==> src/rtl/mmio_timer.sv <==
// mmio_timer: memory-mapped 32-bit timer/compare peripheral. It sits on the
// core data bus in parallel with data_mem and uses the same store signals.
// The top level muxes rdata over the data_mem read data whenever hit=1.
//
// Ports:
//   clk      system clock
//   reset    asynchronous active-high reset
//   d_wr_en  store strobe from the core
//   dAddr    data bus byte address
//   dWdata   store data
//   byte_en  access size: 00 byte, 01 half, 10 word
//   rdata    combinational read data, 0 when not hit
//   hit      dAddr lies inside the 32-byte register window
//   irq      level interrupt, MATCH & IE
//
// Register map (word offsets from BASE_ADDR):
//   0x00 CTRL   {IE, AUTO, EN}
//   0x04 PRESC  prescaler reload value
//   0x08 COUNT  main counter
//   0x0C CMP    compare value
//   0x10 STATUS bit0 MATCH, write 1 to clear
module mmio_timer #(
  parameter logic [31:0] BASE_ADDR = 32'h1000_0000,
  parameter int          PRESC_W   = 16
) (
  input  logic        clk,
  input  logic        reset,
  input  logic        d_wr_en,
  input  logic [31:0] dAddr,
  input  logic [31:0] dWdata,
  input  logic [1:0]  byte_en,
  output logic [31:0] rdata,
  output logic        hit,
  output logic        irq
);

  localparam logic [2:0] OFF_CTRL   = 3'd0;
  localparam logic [2:0] OFF_PRESC  = 3'd1;
  localparam logic [2:0] OFF_COUNT  = 3'd2;
  localparam logic [2:0] OFF_CMP    = 3'd3;
  localparam logic [2:0] OFF_STATUS = 3'd4;

  logic               en, auto_rl, ie, match;
  logic [PRESC_W-1:0] presc, pcnt;
  logic [31:0]        count, cmp;

  logic [2:0] off;
  logic       wr, wr_ctrl, wr_presc, wr_count, wr_cmp, wr_status;
  logic       tick, at_cmp, match_set;

  assign hit = (dAddr[31:5] == BASE_ADDR[31:5]);
  assign off = dAddr[4:2];

  // Only aligned full-word stores reach the registers.
  assign wr        = d_wr_en && hit && (byte_en == 2'b10) && (dAddr[1:0] == 2'b00);
  assign wr_ctrl   = wr && (off == OFF_CTRL);
  assign wr_presc  = wr && (off == OFF_PRESC);
  assign wr_count  = wr && (off == OFF_COUNT);
  assign wr_cmp    = wr && (off == OFF_CMP);
  assign wr_status = wr && (off == OFF_STATUS);

  // >= rather than == so that lowering PRESC below the running pcnt
  // ticks on the next edge instead of waiting for the counter to wrap.
  assign tick   = en && (pcnt >= presc);
  assign at_cmp = (count == cmp);

  // A COUNT store in a tick cycle suppresses match evaluation entirely.
  assign match_set = tick && at_cmp && !wr_count;

  assign irq = match && ie;

  always_comb begin
    rdata = 32'd0;
    if (hit) begin
      case (off)
        OFF_CTRL:   rdata = {29'd0, ie, auto_rl, en};
        OFF_PRESC:  rdata = 32'(presc);
        OFF_COUNT:  rdata = count;
        OFF_CMP:    rdata = cmp;
        OFF_STATUS: rdata = {31'd0, match};
        default:    rdata = 32'd0;
      endcase
    end
  end

  always_ff @(posedge clk or posedge reset) begin
    if (reset) begin
      en      <= 1'b0;
      auto_rl <= 1'b0;
      ie      <= 1'b0;
      presc   <= '0;
      pcnt    <= '0;
      count   <= 32'd0;
      cmp     <= 32'hFFFF_FFFF;
      match   <= 1'b0;
    end else begin
      if (!en || tick) pcnt <= '0;
      else             pcnt <= pcnt + 1'b1;

      if (wr_count) begin
        count <= dWdata;
      end else if (tick) begin
        if (!at_cmp)      count <= count + 32'd1;
        else if (auto_rl) count <= 32'd0;
      end

      // CPU write to CTRL beats the one-shot EN clear.
      if (wr_ctrl) begin
        en      <= dWdata[0];
        auto_rl <= dWdata[1];
        ie      <= dWdata[2];
      end else if (match_set && !auto_rl) begin
        en <= 1'b0;
      end

      if (wr_presc) presc <= dWdata[PRESC_W-1:0];
      if (wr_cmp)   cmp   <= dWdata;

      // Set beats a simultaneous write-1-to-clear.
      if (match_set)                   match <= 1'b1;
      else if (wr_status && dWdata[0]) match <= 1'b0;
    end
  end

endmodule

==> config.mk <==
export PLATFORM = sky130hd
export DESIGN_NAME = mmio_timer
export DESIGN_NICKNAME = d
export VERILOG_FILES = /design/src/rtl/mmio_timer.sv
export SDC_FILE = /design/constraint.sdc
export NUM_CORES = 1
export LEC_CHECK = 0
export BUFFER_PORTS_ARGS = -buffer_cell sky130_fd_sc_hd__buf_2
export CAP_MARGIN = 20
export CORE_ASPECT_RATIO = 1.1
export CORE_MARGIN = 2
export CORE_UTILIZATION = 63
export CTS_BUF_LIST = sky130_fd_sc_hd__clkbuf_4
export CTS_CLUSTER_DIAMETER = 120
export DETAILED_ROUTE_END_ITERATION = 8
export GPL_ROUTABILITY_DRIVEN = 0
export PLACE_DENSITY = 0.88
export SLEW_MARGIN = 5
export SYNTH_ARGS = -nofsm -noshare
export SYNTH_HDL_FRONTEND = slang
export SYNTH_SLANG_ARGS = --single-unit
export TNS_END_PERCENT = 50
==> constraint.sdc <==
create_clock -name clk -period 6.95 [get_ports clk]
set_input_delay 0.3475 -clock clk [delete_from_list [all_inputs] [get_ports clk]]
set_output_delay 0.3475 -clock clk [all_outputs]
set_load 0.03 [all_outputs]
==> flow_results.xml <==
<?xml version="1.0" encoding="UTF-8"?>
<metrics>
  <group name="power_and_ir_drop">
    <metric name="power_leakage" unit="nW">2.95</metric>
    <metric name="p_total" unit="mW">0.942</metric>
    <metric name="worst_ir_drop_vdd" unit="uV">98.4</metric>
    <metric name="pwr_density_cell" unit="nW/um2">135</metric>
  </group>
  <group name="final_layout">
    <metric name="design.final.nets" unit="">876</metric>
    <metric name="layout-area-overhead-vs-synth" unit="%">11.0</metric>
    <metric name="antenna-diode-count" unit="">0</metric>
    <metric name="drive_gt1_share" unit="%">25.4</metric>
    <metric name="multi_input_comb_area" unit="um2">3470</metric>
    <metric name="seqCellArea" unit="um2">2540</metric>
    <metric name="num-fill-cells" unit="">758</metric>
  </group>
  <group name="floorplanning">
    <metric name="floorplan.initialDensity" unit="%">64.3</metric>
    <metric name="die_width" unit="um">99.4</metric>
    <metric name="rows" unit="">38</metric>
    <metric name="core_region_area" unit="um2">9790</metric>
    <metric name="die_height" unit="um">109</metric>
    <metric name="die_area" unit="um2">10800</metric>
    <metric name="pin_count" unit="">103</metric>
  </group>
  <group name="logic_synthesis">
    <metric name="syn-num-nets" unit="">804</metric>
    <metric name="netlist.area_leader.share" unit="%">27.0</metric>
    <metric name="most_frequent_cell_after_synthesis" unit="">sky130_fd_sc_hd__nor2_1</metric>
    <metric name="syn_inst" unit="">717</metric>
    <metric name="ys.flop_type" unit="">sky130_fd_sc_hd__dfrtp_1</metric>
    <metric name="post_synth_instance_area" unit="um2">6300</metric>
    <metric name="ys_ff_latch" unit="">100</metric>
    <metric name="async_flop_share" unit="%">100</metric>
    <metric name="synth.avg_cell_area" unit="um2">8.79</metric>
    <metric name="synth-edff-count" unit="">0</metric>
    <metric name="synth.cells.most_frequent" unit="">sky130_fd_sc_hd__nor2_1, sky130_fd_sc_hd__dfrtp_1, sky130_fd_sc_hd__nand2_1</metric>
    <metric name="number_of_distinct_library_cell_variants_in_the_gate_level_netlist_after_synthesis" unit="">51</metric>
    <metric name="synth_top_cells_by_area" unit="">sky130_fd_sc_hd__dfrtp_1, sky130_fd_sc_hd__dfstp_2, sky130_fd_sc_hd__nor2_1</metric>
    <metric name="netlist.top_cell.by_area" unit="">sky130_fd_sc_hd__dfrtp_1</metric>
    <metric name="ys_seq_area_share" unit="%">40.3</metric>
    <metric name="synthesis.yosys.warnings" unit="">0</metric>
  </group>
  <group name="drt">
    <metric name="total_via_count_after_detailed_routing" unit="">5866</metric>
    <metric name="remaining_drc_errors" unit="">0</metric>
    <metric name="vias_per_cell" unit="">6.42</metric>
    <metric name="drt-wirelength-per-cell" unit="um">18.3</metric>
    <metric name="detailedRoute.firstPassIterationCount" unit="">5</metric>
    <metric name="ant_nets" unit="">0</metric>
    <metric name="routed_wl" unit="um">16700</metric>
    <metric name="initialDrtViolationCount" unit="">584</metric>
  </group>
  <group name="worst_setup_path">
    <metric name="timing.critical_path.arrival" unit="ns">4.24</metric>
    <metric name="worstPathMaxFanout" unit="">32</metric>
    <metric name="critical_path.startpoint_type" unit="">flop</metric>
    <metric name="required" unit="ns">7.35</metric>
    <metric name="cp-end-kind" unit="">flop</metric>
    <metric name="criticalPathCategory" unit="">flop to flop</metric>
  </group>
  <group name="timing">
    <metric name="setup-violations-final" unit="">0</metric>
    <metric name="post-route-period-util" unit="%">55.2</metric>
    <metric name="final_hold_viol_count" unit="">0</metric>
    <metric name="fin_setup_tns" unit="ns">0</metric>
    <metric name="setup_repair_after_global_routing_missed_its_margin" unit="">no</metric>
    <metric name="drv_slew" unit="">0</metric>
    <metric name="fmax" unit="MHz">261</metric>
    <metric name="max_slew_margin" unit="%">26.8</metric>
    <metric name="tightestPinTransition" unit="ns">1.09</metric>
    <metric name="final_period_minus_worst_setup_slack" unit="ns">3.84</metric>
    <metric name="final_worst_clock_skew" unit="ns">0.0271</metric>
  </group>
  <group name="global_route">
    <metric name="grt_pass1_wl" unit="um">27200</metric>
    <metric name="grt.overflow.total" unit="">0</metric>
    <metric name="groute.usage.overall" unit="%">31.6</metric>
    <metric name="grt_antenna_before_repair" unit="">0</metric>
    <metric name="vias_in_the_first_global_route" unit="">5624</metric>
    <metric name="grt_max_degree" unit="">85</metric>
  </group>
  <group name="cts">
    <metric name="cts_sinks" unit="">100</metric>
    <metric name="post-cts-setup-buffer-count" unit="">0</metric>
    <metric name="cts_buffers" unit="">9</metric>
    <metric name="ctsHtreeMaxLevel" unit="">3</metric>
    <metric name="clock_insertion_delay_worst_skew" unit="ns">0.47</metric>
    <metric name="root_buffer" unit="">sky130_fd_sc_hd__clkbuf_4</metric>
    <metric name="clk_pin_slew" unit="ns">0.16</metric>
    <metric name="cts_tree" unit="">yes</metric>
    <metric name="clock_path_buffers" unit="">2</metric>
  </group>
  <group name="flow_run">
    <metric name="max-cap-violations" unit="">0</metric>
  </group>
  <group name="placed_design">
    <metric name="io_buffers" unit="">102</metric>
    <metric name="place.detailed.hpwl" unit="um">12100</metric>
  </group>
  <group name="hold_path">
    <metric name="hold_class" unit="">input port to flop</metric>
  </group>
  <group name="status">
    <metric name="run_status" unit="">completed</metric>
  </group>
</metrics>
==> stage by stage <==
stage	hold slack [ns]	util [%]	area (um2)	instances	setup slack, ns
floorplan	0.464	-	6300	717	4.04
global placement	0.283	69.3	6780	893	3.40
detailed placement	0.288	69.3	6780	893	3.26
CTS	0.0972	70.7	6920	910	3.21
global route	0.114	71.4	6990	914	2.93
finish	0.103	71.4	6990	914	3.11
==> per-layer routing <==
metal	share of wire (%)	track usage [%]	up-vias
li1	-	-	2710
met5	0	0	-
met1	40	41.2	2848
met4	2.0	11.9	0
met2	51	54.0	273
met3	6.5	4.29	35
==> layout make-up <==
cell class              instances  share of cell area, %
clock buffers                   9                  0.966
clock inverters                 7                  0.841
inverters                      22                   1.22
multi-input cells             546                   49.7
flip-flops and latches        100                   36.4
well taps                     120                   2.15
repair buffers                110                   8.80
==> critical path, cell delays in order, from the launching register on <==
cell and delay (ns):
sky130_fd_sc_hd__dfrtp_1 0.49, sky130_fd_sc_hd__inv_1 0.08, sky130_fd_sc_hd__ha_1 0.28, sky130_fd_sc_hd__nand2b_1 0.15, sky130_fd_sc_hd__a2111o_1 0.41, sky130_fd_sc_hd__a311oi_1 0.44
sky130_fd_sc_hd__o41a_1 0.54, sky130_fd_sc_hd__a211o_1 0.88, sky130_fd_sc_hd__o21ai_0 0.27, sky130_fd_sc_hd__a31oi_1 0.21
==> state kept, by name, summed over array words and instances (netlist names) <==
name	flops
pcnt	16
ie	1
match	1
presc	16
cmp	32
count	32
auto_rl	1
en	1
==> power by group <==
group	internal [mW]	switching, mW
Combinational	0.0262	0.0393
Sequential	0.583	0.000000341
Clock	0.0787	0.214
==> placed cells by master (no fill, tap or decap), drive strengths merged, types with 8 or more instances in the layout <==
cell      n
nand2    61
or3      13
nand3    26
o21ai    59
dfstp    32
xnor2    36
mux2     35
dfrtp    68
xor2     10
ha       18
buf     108
a22oi    30
a21oi    15
nor4     11
inv      24
nor2    109
and2     10
nand4    20
and3      8
a31oi    28
clkbuf   10
==> cell families (layout without fill, tap and decap cells) <==
kind of cell | Yosys count | after routing | share of synthesized area [%]
flip-flops | 100 | 100 | 40.3
AO/OA/AOI/OAI | 154 | 154 | 15.4
multiplexers | 37 | 37 | 6.97
AND/OR/NAND/NOR | 291 | 291 | 22.4
adder cells (fa/ha/maj) | 18 | 18 | 3.57
XOR/XNOR | 46 | 46 | 6.39
buffers and inverters | 71 | 148 | 4.90
==> repair_timing <==
action	in CTS	in global routing
hold buffers	1	0
endpoints found under the hold margin	16	0
gates resized for setup	0	0
==> worst paths after layout <==
check                                             end  slack, ns              start  cells past startpoint
worst max-delay path            count[28]$_DFFE_PP0P_       3.11  pcnt[0]$_DFF_PP0_                      9
worst min-delay path            count[18]$_DFFE_PP0P_       0.10         dWdata[18]                      3
worst max register to register  count[28]$_DFFE_PP0P_       3.11  pcnt[0]$_DFF_PP0_                      9
worst min register to register         ie$_DFFE_PP0P_       0.56     ie$_DFFE_PP0P_                      1
max in group asynchronous         cmp[14]$_DFFE_PP1P_       5.66              reset                      5
min in group asynchronous           pcnt[2]$_DFF_PP0_       0.32              reset                      3
No activity file was read; power rests on OpenSTA's default activity.
